File: src/rtl/multicycle_control_fsm.sv
// Multicycle control sequencer for the MIPS datapath: fetch/decode/execute/memory/write-back
// with a RAM request/MOC handshake guarded by a watchdog.
module multicycle_control_fsm #(
    parameter int MOC_TIMEOUT = 16,
    parameter int TW          = 5
) (
    input  logic       clk,
    input  logic       reset,
    input  logic [5:0] opcode,
    input  logic [5:0] funct,
    input  logic       zero,
    input  logic       moc,
    output logic       ir_load,
    output logic       pc_load,
    output logic       npc_load,
    output logic       mar_load,
    output logic       mdr_load,
    output logic [1:0] pc_select,
    output logic       rf_source,
    output logic       reg_write,
    output logic       mdr_source,
    output logic [1:0] alu_source,
    output logic [5:0] alu_code,
    output logic       mem_en,
    output logic       mem_rw,
    output logic       error,
    output logic [3:0] state
);

    typedef enum logic [3:0] {
        S_RST  = 4'd0,  S_F0   = 4'd1,  S_F1  = 4'd2,  S_F2  = 4'd3,
        S_DEC  = 4'd4,  S_EXR  = 4'd5,  S_EXI = 4'd6,  S_MADR = 4'd7,
        S_MRD  = 4'd8,  S_MWR  = 4'd9,  S_WBR = 4'd10, S_WBI = 4'd11,
        S_WBM  = 4'd12, S_BR   = 4'd13, S_JMP = 4'd14, S_ERR = 4'd15
    } state_t;

    localparam logic [5:0] OP_RTYPE = 6'b000000;
    localparam logic [5:0] OP_ADDI  = 6'b001000;
    localparam logic [5:0] OP_ADDIU = 6'b001001;
    localparam logic [5:0] OP_ANDI  = 6'b001100;
    localparam logic [5:0] OP_ORI   = 6'b001101;
    localparam logic [5:0] OP_LW    = 6'b100011;
    localparam logic [5:0] OP_SW    = 6'b101011;
    localparam logic [5:0] OP_BEQ   = 6'b000100;
    localparam logic [5:0] OP_BNE   = 6'b000101;
    localparam logic [5:0] OP_J     = 6'b000010;

    localparam logic [5:0] ALU_ADD = 6'b100000;
    localparam logic [5:0] ALU_SUB = 6'b100010;
    localparam logic [5:0] ALU_AND = 6'b100100;
    localparam logic [5:0] ALU_OR  = 6'b100101;

    state_t          state_r;
    state_t          state_next_s;
    logic [TW-1:0]   wait_cnt_r;
    logic            mem_wait_s;
    logic            timeout_s;
    logic            taken_s;

    assign mem_wait_s = (state_r == S_F1) || (state_r == S_MRD) || (state_r == S_MWR);
    // moc arriving in the final watchdog cycle still wins, so timeout requires moc low
    assign timeout_s  = mem_wait_s && !moc && (wait_cnt_r == TW'(MOC_TIMEOUT - 1));
    assign taken_s    = ((opcode == OP_BEQ) && zero) || ((opcode == OP_BNE) && !zero);
    assign state      = state_r;

    // State register
    always_ff @(posedge clk or posedge reset) begin
        if (reset) begin
            state_r <= S_RST;
        end else begin
            state_r <= state_next_s;
        end
    end

    // Watchdog counter: cleared on every state change, counts moc-low cycles in wait states
    always_ff @(posedge clk or posedge reset) begin
        if (reset) begin
            wait_cnt_r <= {TW{1'b0}};
        end else if (state_next_s != state_r) begin
            wait_cnt_r <= {TW{1'b0}};
        end else if (mem_wait_s && !moc) begin
            wait_cnt_r <= wait_cnt_r + TW'(1);
        end else begin
            wait_cnt_r <= wait_cnt_r;
        end
    end

    // Next-state logic
    always_comb begin
        state_next_s = state_r;
        case (state_r)
            S_RST:  state_next_s = S_F0;
            S_F0:   state_next_s = S_F1;
            S_F1: begin
                if (moc) begin
                    state_next_s = S_F2;
                end else if (timeout_s) begin
                    state_next_s = S_ERR;
                end else begin
                    state_next_s = S_F1;
                end
            end
            S_F2:   state_next_s = S_DEC;
            S_DEC: begin
                case (opcode)
                    OP_RTYPE:                          state_next_s = S_EXR;
                    OP_ADDI, OP_ADDIU, OP_ANDI, OP_ORI: state_next_s = S_EXI;
                    OP_LW, OP_SW:                      state_next_s = S_MADR;
                    OP_BEQ, OP_BNE:                    state_next_s = S_BR;
                    OP_J:                              state_next_s = S_JMP;
                    default:                           state_next_s = S_ERR;
                endcase
            end
            S_EXR:  state_next_s = S_WBR;
            S_EXI:  state_next_s = S_WBI;
            S_MADR: begin
                case (opcode)
                    OP_LW:   state_next_s = S_MRD;
                    OP_SW:   state_next_s = S_MWR;
                    default: state_next_s = S_ERR;
                endcase
            end
            S_MRD: begin
                if (moc) begin
                    state_next_s = S_WBM;
                end else if (timeout_s) begin
                    state_next_s = S_ERR;
                end else begin
                    state_next_s = S_MRD;
                end
            end
            S_MWR: begin
                if (moc) begin
                    state_next_s = S_F0;
                end else if (timeout_s) begin
                    state_next_s = S_ERR;
                end else begin
                    state_next_s = S_MWR;
                end
            end
            S_WBR, S_WBI, S_WBM, S_BR, S_JMP: state_next_s = S_F0;
            S_ERR:  state_next_s = S_ERR;
            default: state_next_s = S_ERR;
        endcase
    end

    // Output decode; mdr_load alone follows moc so the read data is captured on the completing cycle
    always_comb begin
        ir_load    = 1'b0;
        pc_load    = 1'b0;
        npc_load   = 1'b0;
        mar_load   = 1'b0;
        mdr_load   = 1'b0;
        pc_select  = 2'b00;
        rf_source  = 1'b0;
        reg_write  = 1'b0;
        mdr_source = 1'b0;
        alu_source = 2'b00;
        alu_code   = 6'b000000;
        mem_en     = 1'b0;
        mem_rw     = 1'b0;
        error      = 1'b0;
        case (state_r)
            S_F0: begin
                mar_load = 1'b1;
                npc_load = 1'b1;
            end
            S_F1, S_MRD: begin
                mem_en   = 1'b1;
                mem_rw   = 1'b1;
                mdr_load = moc;
            end
            S_F2: begin
                ir_load   = 1'b1;
                pc_load   = 1'b1;
                pc_select = 2'b00;
            end
            S_EXR: begin
                alu_source = 2'b00;
                alu_code   = funct;
            end
            S_EXI: begin
                alu_source = 2'b01;
                case (opcode)
                    OP_ANDI: alu_code = ALU_AND;
                    OP_ORI:  alu_code = ALU_OR;
                    default: alu_code = ALU_ADD;
                endcase
            end
            S_MADR: begin
                alu_source = 2'b01;
                alu_code   = ALU_ADD;
                mar_load   = 1'b1;
            end
            S_MWR: begin
                mem_en = 1'b1;
                mem_rw = 1'b0;
            end
            S_WBR: begin
                rf_source  = 1'b1;
                mdr_source = 1'b1;
                reg_write  = 1'b1;
            end
            S_WBI: begin
                rf_source  = 1'b0;
                mdr_source = 1'b1;
                reg_write  = 1'b1;
            end
            S_WBM: begin
                rf_source  = 1'b0;
                mdr_source = 1'b0;
                reg_write  = 1'b1;
            end
            S_BR: begin
                alu_source = 2'b00;
                alu_code   = ALU_SUB;
                if (taken_s) begin
                    pc_load   = 1'b1;
                    pc_select = 2'b01;
                end else begin
                    pc_load   = 1'b0;
                    pc_select = 2'b00;
                end
            end
            S_JMP: begin
                pc_load   = 1'b1;
                pc_select = 2'b10;
            end
            S_ERR: begin
                error = 1'b1;
            end
            default: begin
                error = 1'b0;
            end
        endcase
    end

endmodule

File: config.mk
export PLATFORM = sky130hd
export DESIGN_NAME = multicycle_control_fsm
export DESIGN_NICKNAME = d
export VERILOG_FILES = /design/src/rtl/multicycle_control_fsm.sv
export SDC_FILE = /design/constraint.sdc
export NUM_CORES = 1
export LEC_CHECK = 0
export ABC_CLOCK_PERIOD_IN_PS = 2400
export CAP_MARGIN = 10
export CELL_PAD_IN_SITES_DETAIL_PLACEMENT = 1
export CELL_PAD_IN_SITES_GLOBAL_PLACEMENT = 1
export CORE_UTILIZATION = 31
export DETAILED_ROUTE_END_ITERATION = 8
export HOLD_SLACK_MARGIN = 0.06
export PLACE_DENSITY = 0.81
export SYNTH_ARGS = -nofsm -noshare
export SYNTH_HDL_FRONTEND = slang
export SYNTH_SLANG_ARGS = --single-unit
File: constraint.sdc
create_clock -name clk -period 2.4 [get_ports clk]
set_input_delay 0.48 -clock clk [delete_from_list [all_inputs] [get_ports clk]]
set_output_delay 0.48 -clock clk [all_outputs]
set_load 0.02 [all_outputs]
# After elaboration in Yosys (flattened, before gate mapping)
# Index checks and enable logic that the tools add are counted.
dict set report word_totals {
  reg_bits 9
  latchBits 0
  ram_bits 0
  rom_bits 0
  in_bits 16
  out_inout_bits 25
  wordCells 80
  n_memories 0
}
dict set report op_classes {
  addsub 1
  n_mul 0
  div 0
  magnitude_cmp 0
  eq_ne 26
  n_shift 0
  mux 28
  bitwise_logic 0
  reduce_logical 23
}
# cell count
set op_table {}
lappend op_table {{case mux 4 bit (11 select lines)} 1}
lappend op_table {{equality test 4 bit (second input constant)} 8}
lappend op_table {{equality test 6 x 4 -> 1 bit (second input constant)} 4}
lappend op_table {{case mux 6 bit (4 select lines)} 1}
lappend op_table {{case mux 4 bit (5 select lines)} 1}
lappend op_table {{equality test 4 x 3 -> 1 bit (second input constant)} 4}
lappend op_table {{OR reduction 2 bit} 7}
lappend op_table {{2-to-1 mux 1 bit} 13}
lappend op_table {{equality test 6 x 3 -> 1 bit (second input constant)} 2}
lappend op_table {{equality test 6 bit (second input constant)} 2}
lappend op_table {{2-to-1 mux 4 bit} 3}
lappend op_table {{case mux 3 bit (2 select lines)} 2}
lappend op_table {{2-to-1 mux 5 bit} 2}
lappend op_table {{2-to-1 mux 3 bit} 3}
lappend op_table {{equality test 4 x 2 -> 1 bit (second input constant)} 2}
lappend op_table {{equality test 6 x 2 -> 1 bit (second input constant)} 1}
lappend op_table {{zero test 6 bit} 1}
lappend op_table {{OR reduction 3 bit} 2}
lappend op_table {{OR reduction 6 bit} 1}
lappend op_table {{adder 5 x 1 -> 5 bit (second input constant)} 1}
lappend op_table {{equality test 5 x 4 -> 1 bit (second input constant)} 1}
lappend op_table {{equality test 4 x 1 -> 1 bit (second input constant)} 1}
lappend op_table {{logical AND 1 bit} 4}
lappend op_table {{zero test 4 bit} 1}
lappend op_table {{other kinds (7)} 10}

# Longest topological paths before layout
dict set report depth {
  ltp_word 10
  ltp_mapped 8
}

# Worst setup path before layout
# Ideal clock, no wire load.
dict set report synth_timing {
  path_type {flip-flop to output port}
  startpoint {register state_r[0] (netlist: state[0])}
  endpoint {output port pc_load}
  arrival_ns 1.916
  t_required_ns 1.920
  setup_slack_ns 0.004
  path_stages_with_launch 6
  path_buffers 2
  cell_sequence {dfrtp_1 -> clkbuf_1 -> buf_2 -> nand2_1 -> nor3_1 -> o21bai_1}
}
dict set report synth_between {
  elab_chain_cells 3
  word_cells_on_any_way 5
  classes_between {3 x eq/ne; 1 x mux; 1 x reduce/logical}
}
# element line_no
set synth_lines {}
lappend synth_lines {{from (decl)} 53} ;# state_t state_r;
lappend synth_lines {{from (signal assigned)} 71} ;# state_r <= state_next_s;
lappend synth_lines {{equality test 4 bit / equality test 4 x 2 -> 1 bit (equally long branches)} 163} ;# case (state_r)
lappend synth_lines {{OR reduction 2 bit (no source line)} -}
lappend synth_lines {{case mux 1 bit (2 select lines) (*)} 163}
lappend synth_lines {{to (decl)} 14} ;# output logic pc_load,
# Every way passes the cells marked *; elsewhere a longest branch is shown, timed or not.

# Worst setup path in the final report
dict set report layout_timing {
  startpoint {input port opcode[5]}
  endpoint {output port alu_code[0]}
}
dict set report layout_between {
  elab_chain_cells 3
  word_cells_on_any_way 4
  classes_between {2 x eq/ne; 2 x mux}
}
# element line_no
set layout_lines {}
lappend layout_lines {{from (decl)} 9} ;# input logic [5:0] opcode,
lappend layout_lines {{equality test 6 x 4 -> 1 bit} 184} ;# case (opcode)
lappend layout_lines {{case mux 3 bit (2 select lines) (*)} 184}
lappend layout_lines {{case mux 6 bit (4 select lines) (*)} 163}
lappend layout_lines {{to (decl)} 23} ;# output logic [5:0] alu_code,
# Marked as above.

==> flow_results.org <==
** Setup path
- CP endpoint :: alu_code[0]
- Number of buffer and inverter stages on the critical path :: 3
- Walking the worst path, the cells encountered are clkdlybuf4s50_1 -> buf_4 -> nor2_2 -> nand3b_1 -> nor2_2 -> a22o_1 -> clkdlybuf4s15_2.
- Critical path origin :: opcode[5]
- Among the stages of the critical path, the cell type that occurs most often is sky130_fd_sc_hd__nor2_2.
- STA classifies the critical path endpoint as an output port.
- Critical path's slowest cell :: sky130_fd_sc_hd__clkdlybuf4s50_1
- Cell family contributing the most delay on the critical path :: buffers and inverters
- CP peak stage delay :: 440 ps
- Minimum setup slack among reg-to-reg paths :: about 100 ps
- The worst register-to-register path has a depth of 8.
- The worst register-to-register path ends at wait_cnt_r[1].
- Largest fanout of any net on the critical path :: 2
- The worst setup path is of the in2out kind.
- In this run the number of cells on the critical path is 7.
- STA classifies the critical path startpoint as an input pin.
- At the worst endpoint, the required time is 1920 ps.
- The startpoint identified for the worst register-to-register timing path is wait_cnt_r[0].
- Data arrival time at the worst-slack endpoint :: 1860 ps

** GRT
- Pin count of the biggest net entering global routing :: 26
- Wire length of the first global-routing pass :: around 7400 um
- The number of antenna violations at the first check in global routing is 0.
- GRT Residual Overflow :: 0
- Overall routing resource usage :: between 20% and 30%
- Vias in the first global route :: ~1500

** Clocking
- Clock transition at path regs :: approximately 70 ps
- The clock passes through at most 2 buffers.
- The clock net in this run drives a total of 9 sinks.
- Insertion delay of the later-clocked pin in the worst-skew pair :: 270 ps
- TritonCTS built the clock tree.
- In this run the number of H-tree levels came out at 1.
- Buffers inserted during clock tree synthesis total 3.
- Cell at the root of the clock tree :: sky130_fd_sc_hd__clkbuf_4

** Synthesis
- Of the synthesized area, sequential elements account for between 10% and 20%.
- After synthesis the netlist holds a flip-flop and latch count of 9.
- Counting flops with an async set or reset pin after synthesis yields a share of between 90% and 100%.
- The largest total area in the synthesized netlist belongs to sky130_fd_sc_hd__dfrtp_1.
- Synth Cell Area :: approximately 1100 um^2
- In this run, synthesis inferred 0 flip-flops with an integrated enable.
- Most frequent cell after synthesis :: sky130_fd_sc_hd__nor2_1
- After synthesis, the largest area contributor takes up between 15 and 20% of total cell area.
- Flip-flop cell with the highest count after synthesis :: sky130_fd_sc_hd__dfrtp_1
- Counting instances in the post-synthesis netlist gives the leading cell types as sky130_fd_sc_hd__nor2_1 (18), sky130_fd_sc_hd__nand2_1 (13), sky130_fd_sc_hd__dfrtp_1 (9), sky130_fd_sc_hd__nor3_1 (9).
- Averaged over all synthesized cells, the footprint is around 7.6 um^2.
- Area contributors post-synth :: sky130_fd_sc_hd__dfrtp_1 (20%), sky130_fd_sc_hd__nor2_1 (5.9%), sky130_fd_sc_hd__nand2_1 (4.3%)
- Warnings from Yosys :: 0
- Number of instances in the synthesized netlist :: 150
- Count of unique library cells instantiated by Yosys :: 53
- Total nets after synthesis :: approximately 170

** Power and ir drop
- The analysis attributes to cell leakage a power of between 0.7 and 0.8 nW.
- Power comes to just under 2 mW.
- Across the VDD grid, the largest voltage drop is ~0.43 mV.
- Power per Cell Area :: ~1100 nW/um^2

** Drt
- Count of routing violations after the opening detailed-route iteration :: 86
- For this block, the routed nets add up to around 4400 um of wire.
- First-pass detailed-route iteration total :: 4
- For this run, design rule violations remaining after detail routing come to 0.
- WL per Instance :: between 15 and 20 um
- The detail route stage leaves a number of antenna-violating nets equal to 0.
- Total number of vias :: 1416
- Dividing the detail-routed via count by the number of cells gives 5.51.

** Finish
- Ratio of cells with drive above 1 in the final layout :: 28.0%
- The area growth from synthesis to layout is 59.9%.
- Count of antenna diodes in the layout :: 0
- After the last flow step, the layout net total stands at 230.
- Once layout is complete, the utilization of the core stands at between 50% and 60%.
- The finished layout holds 257 standard cells, fillers aside.

** Timing
- Number of pins with negative max-slew slack in the final report :: 0
- Max Clock Freq :: ~430 MHz
- Worst setup slack after layout :: 64.0 ps
- Setup repair after global routing missed its margin :: true
- Setup Viol. Count Final :: 0
- Hold is met by between 400 and 500 ps.
- Clock skew on the completed layout was measured at roughly 4.3 ps.
- Of the available clock period, the critical path in the final layout requires 97.3%.
- The smallest clock period supported by the final layout is computed as roughly 2300 ps.
- The final number of hold-violating endpoints came to 0.

** Floorplan
- Die width :: 62.6 um
- The die covers around 4000 um^2.
- The initial utilization of the core area, before any placement, comes to around a third.
- The die is 62.6 um tall.
- The floorplan has 21 rows.
- In this run the count of I/O pins placed on the die edge is ~40.
- After floorplanning, the core was sized to cover approximately 3400 um^2.

** Placement
- Routability congestion estimate from global placement :: slightly below 0.9
- Port Buffer Count :: 39
- Summed over all nets, the half-perimeter wirelength after detailed placement is roughly 3500 um.
- Placed Cells incl. Taps :: approximately 250
- Post-placement worst setup slack :: -487 ps

** Run
- Number of violations of the max-capacitance limit :: 0

** Hold path
- The tightest min-delay check is of the in2async type.

** Run status
- The flow ran to the end, and the final reports show no timing, DRC or antenna violations.
## per-layer routing
layer	share of wire (%)	GRT usage [%]
met5	0	0
met4	0.93	4.94
met3	3.2	3.83
met2	54	45.8
met1	41	27.0
## layout by cell type (no fill, tap or decap), drive strengths merged, types with 2 or more instances in the layout
cell type      instances
nor3                  10
o211ai                 3
o21ai                  7
clkbuf                 4
xor2                   3
a21oi                  4
nand2b                 4
a31oi                  4
nand3b                 2
ha                     2
o311a                  2
clkdlybuf4s50         25
and3                   3
nor2b                  6
nand2                 13
nand4b                 3
nor2                  18
buf                   31
a21o                   2
o221ai                 2
dfrtp                  9
xnor2                  2
dlymetal6s2s           2
dlygate4sd2            8
and2                   3
o31ai                  2
nand3                  5
mux2i                  3
inv                    6
o22ai                  2
a211oi                 2
## how the worst min path moves through the flow
| stage | slack (ps) | end | cells after the start |
|---|---|---|---|
| after global routing | 520 | wait_cnt_r[0] | 2 |
| after floorplan | 310 | state[0] | 1 |
| final | 470 | wait_cnt_r[0] | 2 |
| after global placement | 550 | wait_cnt_r[3] | 3 |
| after CTS | 470 | wait_cnt_r[0] | 2 |
| after detailed placement | 570 | wait_cnt_r[3] | 3 |
## what timing repair did
item	4_1_cts	5_1_grt
resized for setup	25	13
setup endpoints to repair	12	9
pin swaps	1	5
buffers inserted	0	2
hold buffers	0	0
## where the power goes
group          leakage [nW]  switching (mW)  internal, mW
Combinational         0.664           0.905         0.666
Sequential            0.117          0.0770         0.195
Clock                0.0177          0.0616        0.0617
## flip-flops by register name, summed over array words and instances, names as in the netlist
| register | cells |
|---|---|
| wait_cnt_r | 5 |
| state | 4 |
## kinds of logic (layout without fill, tap and decap cells)
logic type               after synthesis  in the layout  synth area share, %
XOR/XNOR                               5              5                 3.85
AO/OA/AOI/OAI                         40             40                 29.1
adder cells (fa/ha/maj)                2              2                 2.20
other                                  1              1                0.329
multiplexers                           3              3                 2.64
AND/OR/NAND/NOR                       73             73                 35.7
buffers and inverters                 17             78                 6.37
flip-flops                             9              9                 19.8
## stage by stage
step	instance area, um^2	TNS, ps
2_1_floorplan	1140	0
3_5_place_dp	1750	-1600
6_report	1820	0
3_3_place_gp	1750	-1100
4_1_cts	1790	0
5_1_grt	1820	-98.8
## area by class of cell
type	count	area, um^2
Fill cell	434	1600
Multi-Input combinational cell	124	878
Timing Repair Buffer	68	607
Sequential cell	9	228
Tap cell	46	57.6
Clock buffer	3	22.5
Inverter	6	22.5
Clock inverter	1	5.00
Note: power is estimated with default switching activity, not from simulation.
